File: src/rtl/gomoku_pkg.sv
// rtl/gomoku_pkg.sv - board size, cell/state encodings, direction table and coordinate helpers
package gomoku_pkg;

  localparam int BOARD_N = 15;
  localparam int CELLS   = BOARD_N * BOARD_N;

  localparam logic [1:0] EMPTY = 2'b00;
  localparam logic [1:0] BLACK = 2'b01;
  localparam logic [1:0] WHITE = 2'b10;

  typedef enum logic [2:0] {
    ST_IDLE     = 3'd0,
    ST_POS      = 3'd1,
    ST_NEG      = 3'd2,
    ST_NEXT_DIR = 3'd3,
    ST_DONE     = 3'd4
  } state_t;

  // Scan order: horizontal, vertical, diagonal, anti-diagonal
  localparam logic signed [1:0] DIR_DX [4] = '{2'sd1, 2'sd0, 2'sd1, 2'sd1};
  localparam logic signed [1:0] DIR_DY [4] = '{2'sd0, 2'sd1, 2'sd1, -2'sd1};

  function automatic logic in_board(input logic [3:0] cx, input logic [3:0] cy);
    return (cx < 4'(BOARD_N)) && (cy < 4'(BOARD_N));
  endfunction

  function automatic logic [7:0] cell_idx(input logic [3:0] cx, input logic [3:0] cy);
    return ({4'd0, cy} * 8'd15) + {4'd0, cx};
  endfunction

  function automatic logic in_range5(input logic signed [4:0] c);
    return !c[4] && (c[3:0] != 4'd15);
  endfunction

  // Wrap-around of the 5-bit sum always lands outside 0..14, so range checks stay valid
  function automatic logic signed [4:0] coord_step(input logic [3:0] base,
                                                   input logic signed [1:0] d,
                                                   input logic [2:0] step,
                                                   input logic neg);
    logic signed [4:0] b;
    logic signed [4:0] off;
    b   = $signed({1'b0, base});
    off = $signed({2'b00, step});
    if (neg) off = -off;
    if (d == 2'sd0) return b;
    else if (d[1]) return b - off;
    else return b + off;
  endfunction

endpackage

File: src/rtl/board_datapath_if.sv
// rtl/board_datapath_if.sv - placement request, display read and game status signals
interface board_datapath_if;
  logic       control_set;
  logic       change_turn;
  logic [3:0] x;
  logic [3:0] y;
  logic [3:0] rd_x;
  logic [3:0] rd_y;
  logic [1:0] rd_cell;
  logic       player;
  logic       busy;
  logic       reject;
  logic       win;
  logic       winner;
  logic       draw;

  modport master (
    output control_set, change_turn, x, y, rd_x, rd_y,
    input  rd_cell, player, busy, reject, win, winner, draw
  );

  modport slave (
    input  control_set, change_turn, x, y, rd_x, rd_y,
    output rd_cell, player, busy, reject, win, winner, draw
  );
endinterface

File: src/rtl/board_regs.sv
// rtl/board_regs.sv - 15x15 board of 2-bit cells, one write port, checker and display read ports
module board_regs
  import gomoku_pkg::*;
(
  input  logic       clock,
  input  logic       resetn,
  input  logic       we,
  input  logic [3:0] wr_x,
  input  logic [3:0] wr_y,
  input  logic [1:0] wr_cell,
  input  logic [3:0] chk_x,
  input  logic [3:0] chk_y,
  output logic [1:0] chk_cell,
  input  logic [3:0] disp_x,
  input  logic [3:0] disp_y,
  output logic [1:0] disp_cell
);

  logic [1:0] cells_q [CELLS];
  logic [1:0] cells_d [CELLS];

  always_comb begin
    cells_d = cells_q;
    if (we && in_board(wr_x, wr_y)) cells_d[cell_idx(wr_x, wr_y)] = wr_cell;
  end

  always_ff @(posedge clock or negedge resetn) begin
    if (!resetn) cells_q <= '{default: EMPTY};
    else         cells_q <= cells_d;
  end

  // Out-of-board coordinates never index the array
  assign chk_cell  = in_board(chk_x, chk_y)   ? cells_q[cell_idx(chk_x, chk_y)]   : EMPTY;
  assign disp_cell = in_board(disp_x, disp_y) ? cells_q[cell_idx(disp_x, disp_y)] : EMPTY;

endmodule

File: src/rtl/board_datapath.sv
// rtl/board_datapath.sv - gomoku move acceptance and five-in-a-row checker around the board registers
module board_datapath
  import gomoku_pkg::*;
(
  input  logic            clock,
  input  logic            resetn,
  board_datapath_if.slave bus
);

  state_t            state_q, state_d;
  logic [1:0]        dir_q, dir_d;
  logic [2:0]        step_q, step_d;
  logic [2:0]        count_q, count_d;
  logic [3:0]        last_x_q, last_x_d;
  logic [3:0]        last_y_q, last_y_d;
  logic [1:0]        last_colour_q, last_colour_d;
  logic [7:0]        move_cnt_q, move_cnt_d;
  logic              player_q, player_d;
  logic              reject_q, reject_d;
  logic              win_q, win_d;
  logic              winner_q, winner_d;
  logic              draw_q, draw_d;

  logic              busy;
  logic              we;
  logic [1:0]        wr_cell;
  logic signed [4:0] scan_x, scan_y;
  logic              scan_ok, hit, place_ok;
  logic [3:0]        chk_x, chk_y;
  logic [1:0]        chk_cell;

  assign busy    = (state_q == ST_POS) || (state_q == ST_NEG) || (state_q == ST_NEXT_DIR);
  assign scan_x  = coord_step(last_x_q, DIR_DX[dir_q], step_q, state_q == ST_NEG);
  assign scan_y  = coord_step(last_y_q, DIR_DY[dir_q], step_q, state_q == ST_NEG);
  assign scan_ok = in_range5(scan_x) && in_range5(scan_y);
  // The checker read port serves the scan while busy and the placement test otherwise
  assign chk_x    = busy ? scan_x[3:0] : bus.x;
  assign chk_y    = busy ? scan_y[3:0] : bus.y;
  assign hit      = scan_ok && (chk_cell == last_colour_q);
  assign place_ok = (bus.x <= 4'd14) && (bus.y <= 4'd14) && (chk_cell == EMPTY);
  assign wr_cell  = player_q ? WHITE : BLACK;

  board_regs u_board (
    .clock     (clock),
    .resetn    (resetn),
    .we        (we),
    .wr_x      (bus.x),
    .wr_y      (bus.y),
    .wr_cell   (wr_cell),
    .chk_x     (chk_x),
    .chk_y     (chk_y),
    .chk_cell  (chk_cell),
    .disp_x    (bus.rd_x),
    .disp_y    (bus.rd_y),
    .disp_cell (bus.rd_cell)
  );

  always_comb begin
    state_d       = state_q;
    dir_d         = dir_q;
    step_d        = step_q;
    count_d       = count_q;
    last_x_d      = last_x_q;
    last_y_d      = last_y_q;
    last_colour_d = last_colour_q;
    move_cnt_d    = move_cnt_q;
    player_d      = player_q;
    reject_d      = 1'b0;
    win_d         = win_q;
    winner_d      = winner_q;
    draw_d        = draw_q;
    we            = 1'b0;

    case (state_q)
      ST_IDLE: begin
        if (bus.control_set && !draw_q) begin
          if (place_ok) begin
            we            = 1'b1;
            last_x_d      = bus.x;
            last_y_d      = bus.y;
            last_colour_d = wr_cell;
            move_cnt_d    = move_cnt_q + 8'd1;
            if (bus.change_turn) player_d = ~player_q;
            dir_d         = 2'd0;
            count_d       = 3'd1;
            step_d        = 3'd1;
            state_d       = ST_POS;
          end else begin
            reject_d = 1'b1;
          end
        end
      end
      ST_POS, ST_NEG: begin
        if (hit && (count_q == 3'd4)) begin
          state_d  = ST_DONE;
          win_d    = 1'b1;
          winner_d = (last_colour_q == WHITE);
        end else if (hit && (step_q != 3'd4)) begin
          count_d = count_q + 3'd1;
          step_d  = step_q + 3'd1;
        end else begin
          if (hit) count_d = count_q + 3'd1;
          step_d  = 3'd1;
          state_d = (state_q == ST_POS) ? ST_NEG : ST_NEXT_DIR;
        end
      end
      ST_NEXT_DIR: begin
        if (dir_q == 2'd3) begin
          state_d = ST_IDLE;
          if (move_cnt_q == 8'd225) draw_d = 1'b1;
        end else begin
          dir_d   = dir_q + 2'd1;
          count_d = 3'd1;
          step_d  = 3'd1;
          state_d = ST_POS;
        end
      end
      ST_DONE: state_d = ST_DONE;
      default: state_d = ST_IDLE;
    endcase
  end

  always_ff @(posedge clock or negedge resetn) begin
    if (!resetn) begin
      state_q       <= ST_IDLE;
      dir_q         <= 2'd0;
      step_q        <= 3'd1;
      count_q       <= 3'd1;
      last_x_q      <= 4'd0;
      last_y_q      <= 4'd0;
      last_colour_q <= EMPTY;
      move_cnt_q    <= 8'd0;
      player_q      <= 1'b0;
      reject_q      <= 1'b0;
      win_q         <= 1'b0;
      winner_q      <= 1'b0;
      draw_q        <= 1'b0;
    end else begin
      state_q       <= state_d;
      dir_q         <= dir_d;
      step_q        <= step_d;
      count_q       <= count_d;
      last_x_q      <= last_x_d;
      last_y_q      <= last_y_d;
      last_colour_q <= last_colour_d;
      move_cnt_q    <= move_cnt_d;
      player_q      <= player_d;
      reject_q      <= reject_d;
      win_q         <= win_d;
      winner_q      <= winner_d;
      draw_q        <= draw_d;
    end
  end

  assign bus.player = player_q;
  assign bus.busy   = busy;
  assign bus.reject = reject_q;
  assign bus.win    = win_q;
  assign bus.winner = winner_q;
  assign bus.draw   = draw_q;

endmodule
File: src/flat_wrapper.sv
// flat-port wrapper written by rule: the top's interface ports become plain ports
module board_datapath_flat import gomoku_pkg::*;
  (clock, resetn, bus_control_set, bus_change_turn, bus_x, bus_y, bus_rd_x, bus_rd_y, bus_rd_cell, bus_player, bus_busy, bus_reject, bus_win, bus_winner, bus_draw);
  board_datapath_if bus_i ();
  input  logic clock;
  input  logic resetn;
  input wire logic [$bits(bus_i.control_set)-1:0] bus_control_set;
  input wire logic [$bits(bus_i.change_turn)-1:0] bus_change_turn;
  input wire logic [$bits(bus_i.x)-1:0] bus_x;
  input wire logic [$bits(bus_i.y)-1:0] bus_y;
  input wire logic [$bits(bus_i.rd_x)-1:0] bus_rd_x;
  input wire logic [$bits(bus_i.rd_y)-1:0] bus_rd_y;
  output wire logic [$bits(bus_i.rd_cell)-1:0] bus_rd_cell;
  output wire logic [$bits(bus_i.player)-1:0] bus_player;
  output wire logic [$bits(bus_i.busy)-1:0] bus_busy;
  output wire logic [$bits(bus_i.reject)-1:0] bus_reject;
  output wire logic [$bits(bus_i.win)-1:0] bus_win;
  output wire logic [$bits(bus_i.winner)-1:0] bus_winner;
  output wire logic [$bits(bus_i.draw)-1:0] bus_draw;
  assign bus_i.control_set = bus_control_set;
  assign bus_i.change_turn = bus_change_turn;
  assign bus_i.x = bus_x;
  assign bus_i.y = bus_y;
  assign bus_i.rd_x = bus_rd_x;
  assign bus_i.rd_y = bus_rd_y;
  assign bus_rd_cell = bus_i.rd_cell;
  assign bus_player = bus_i.player;
  assign bus_busy = bus_i.busy;
  assign bus_reject = bus_i.reject;
  assign bus_win = bus_i.win;
  assign bus_winner = bus_i.winner;
  assign bus_draw = bus_i.draw;
  board_datapath u_core (.clock(clock), .resetn(resetn), .bus(bus_i));
endmodule
File: config.mk
export PLATFORM = sky130hd
export DESIGN_NAME = board_datapath_flat
export DESIGN_NICKNAME = d
export VERILOG_FILES = /design/src/rtl/gomoku_pkg.sv /design/src/rtl/board_datapath_if.sv /design/src/rtl/board_regs.sv /design/src/rtl/board_datapath.sv /design/src/flat_wrapper.sv
export SDC_FILE = /design/constraint.sdc
export NUM_CORES = 1
export LEC_CHECK = 0
export ABC_AREA = 0
export BUFFER_PORTS_ARGS = -buffer_cell sky130_fd_sc_hd__buf_2
export CELL_PAD_IN_SITES_DETAIL_PLACEMENT = 1
export CELL_PAD_IN_SITES_GLOBAL_PLACEMENT = 2
export CORE_UTILIZATION = 32
export CTS_CLUSTER_DIAMETER = 100
export DETAILED_ROUTE_END_ITERATION = 8
export PLACE_DENSITY = 0.63
export SYNTH_ARGS = -nofsm -noshare
export SYNTH_HDL_FRONTEND = slang
export SYNTH_SLANG_ARGS = --single-unit
File: constraint.sdc
create_clock -name clock -period 19.98 [get_ports clock]
set_input_delay 3.996 -clock clock [delete_from_list [all_inputs] [get_ports clock]]
set_output_delay 3.996 -clock clock [all_outputs]
set_load 0.1 [all_outputs]
==> flow_metrics.tcl <==
set metrics [dict create \
    hold_viol 0 \
    seq_area_frac_synth 0.395 \
    post_dp_cell_area_mm2 0.0320 \
    syn_avg_cell_area_um2 11.8 \
    drc_errors 0 \
    cts_tree "yes" \
    worstSetupStartpointType "primary input" \
    port_buffers 27 \
    post_cts_buffers 0 \
    vias_per_cell 5.57 \
    postRouteAntennaNets 0 \
    hold_end "u_core.bus.win" \
    synth-seq-cells 484 \
    max-cap-violations 0 \
    reg2reg_depth 25 \
    synth_edf_count 0 \
    clock_sinks 484 \
    dieHeight_um 312 \
    cp_data_required_time_ps 15980 \
    rsz0062_at_grt "false" \
    first_iter_violations 1539 \
    ys.flop_type "dfrtp_1" \
    wirelength_um 104000 \
    fin_crit_sh 0.669 \
    drtPass1Iterations 5 \
    hp-start "u_core.bus.win" \
    worstPathArrival_ps 9370 \
    setup_violations 0 \
    cts_root_buf "clkbuf_16" \
    grt_pass1_vias 23500 \
    finalWorstSetupSlack_ps 6620 \
    cts_buffers 66 \
    rows 113 \
    diodes 0 \
    syn-instance-count 2603 \
    worstMarginPinSlew_ps 1460 \
    hold_depth 1 \
    path_class "in -> out" \
    overflow 0 \
    die_area_mm2 0.0972 \
    cp_max_fo 12 \
    critPathCaptureType "output pin" \
    clk_pin_slew_ps 60 \
    cts_buffer_depth 3 \
    track_usage 0.218 \
    cts_max_level 3 \
    setup.worst_path.start "bus_rd_y[0]" \
    start_util 0.323 \
    stdcell_area_mm2 0.0343 \
    outcome "finished clean" \
    skew_ps 44.9 \
    yosysWarnings 0 \
    r2r_start "u_core.state_q[1]" \
    antenna_found_initial 2 \
    fmax_ghz 0.0748 \
    n_fill_cell 10200 \
    grt_max_degree 242 \
    synth_area_mm2 0.0307 \
    syn_nets 2719 \
    slew_violations 0 \
    drive_above_1_share 0.243 \
    io_pins 28 \
    ctsHoldBuffers 0 \
    synth_common_cells "dfrtp_1 (482), inv_1 (302), mux2i_1 (262)" \
    grt_first_pass_wirelength_um 160000 \
    clock_latency_ps 640 \
    reg2reg_setup_slack_ps 8250 \
    place_hpwl_um 71700 \
    worstHoldPathType "reg -> reg" \
    routedWlPerCell_um 27.0 \
    yosys-top-cells-area "dfrtp_1 (39%), mux4_2 (18%), mux2i_1 (8.5%)" \
    layout.nets 2661 \
    pre_cts_ws_ps 6690 \
    yosysTopAreaCell "dfrtp_1" \
    cts_resized 0 \
    yosysMostFrequentCell "dfrtp_1" \
    reg2reg_to "u_core.u_board.cells_q[219]" \
    post_synth_num_cell_types 76 \
    globalplace.congestion 0.882 \
    yosys.area.top_type_share 0.393 \
    async_reset_ff_frac 1.00 \
    num_vias 21500 \
    setup_tns_ps 0 \
    slew_headroom 0.0254 \
    period_minus_slack_ps 13360 \
    fp.dieW_um 312 \
    syn_to_final_growth_pct 11.8 \
    coreArea_mm2 0.0950 \
]
-- logic make-up (layout without fill, tap and decap cells) --
| kind of cell | count (synthesis) | after routing | synth area share |
|---|---|---|---|
| AO/OA/AOI/OAI | 164 | 164 | 0.0363 |
| XOR/XNOR | 38 | 38 | 0.0115 |
| adder cells (fa/ha/maj) | 96 | 96 | 0.0448 |
| buffers and inverters | 492 | 485 | 0.0649 |
| flip-flops | 484 | 484 | 0.395 |
| multiplexers | 752 | 752 | 0.358 |
| AND/OR/NAND/NOR | 577 | 577 | 0.0903 |
-- worst max-delay path by stage --
stage                     cells after the start              to  slack, ps
after floorplan                              17  bus_rd_cell[1]       6050
after global placement                       17  bus_rd_cell[1]       6730
after detailed placement                     17  bus_rd_cell[1]       6690
after CTS                                    17  bus_rd_cell[1]       6680
after global routing                         19  bus_rd_cell[1]       6530
final                                        17  bus_rd_cell[1]       6620
-- placed cells by master, fill, tap and decap left out, types with 15 or more instances in the layout --
cell and instances:
dfrtp_1 481, inv_1 302, mux2i_1 262, mux4_2 252
nand3_1 244, mux2_2 178, nand2_1 124, nor2_1 101
ha_1 69, clkbuf_16 69, mux2_1 60, a21oi_1 38
o21ai_0 36, buf_4 33, buf_2 26, fa_1 21
and3_1 20, nand4_1 18, nor3_1 17, xnor2_1 16
clkbuf_8 15
-- state kept, by name, summed over array words and instances (netlist names), 2 cells and up --
register                cells
u_core.dir_q                2
u_core.last_colour_q        2
u_core.state_q              3
u_core.count_q              3
u_core.u_board.cells_q    450
u_core.last_y_q             4
u_core.step_q               3
u_core.last_x_q             4
u_core.move_cnt_q           8
-- critical path, stage by stage --
cell and delay, ps:
buf_2 140, fa_1 540, inv_1 70, fa_1 480
fa_1 520, inv_1 40, ha_1 340, a21oi_1 150
xnor2_2 970, mux4_2 450, mux2i_1 140, nor2_1 230
a31oi_1 60, nor2_1 120, a211oi_1 60, a211oi_1 510
buf_2 530
-- metal layers --
metal  track usage  vias up  part of all wire
li1              -     9297                 -
met1         0.299    11600              0.44
met2         0.354      512              0.48
met3        0.0333      137             0.045
met4        0.0691        2             0.029
met5             0        -           0.00012
-- per-stage QoR --
step	hold slack, ps	cells	utilization
global route	478	3861	0.361
CTS	473	3861	0.361
floorplan	442	2603	-
finish	466	3861	0.361
detailed placement	451	3742	0.337
global placement	443	3742	0.337
-- cell type report --
type | instances | area, µm² | area share
clock buffers | 96 | 1980 | 0.0577
clock inverters | 23 | 310 | 0.00904
inverters | 303 | 1140 | 0.0331
multi-input cells | 1627 | 16700 | 0.488
flip-flops and latches | 484 | 12100 | 0.353
well taps | 1265 | 1580 | 0.0461
repair buffers | 63 | 453 | 0.0132
Power is left out: the tool's default activity adds up to more than one toggle a clock period on the data nets, which glitch-free logic cannot reach.
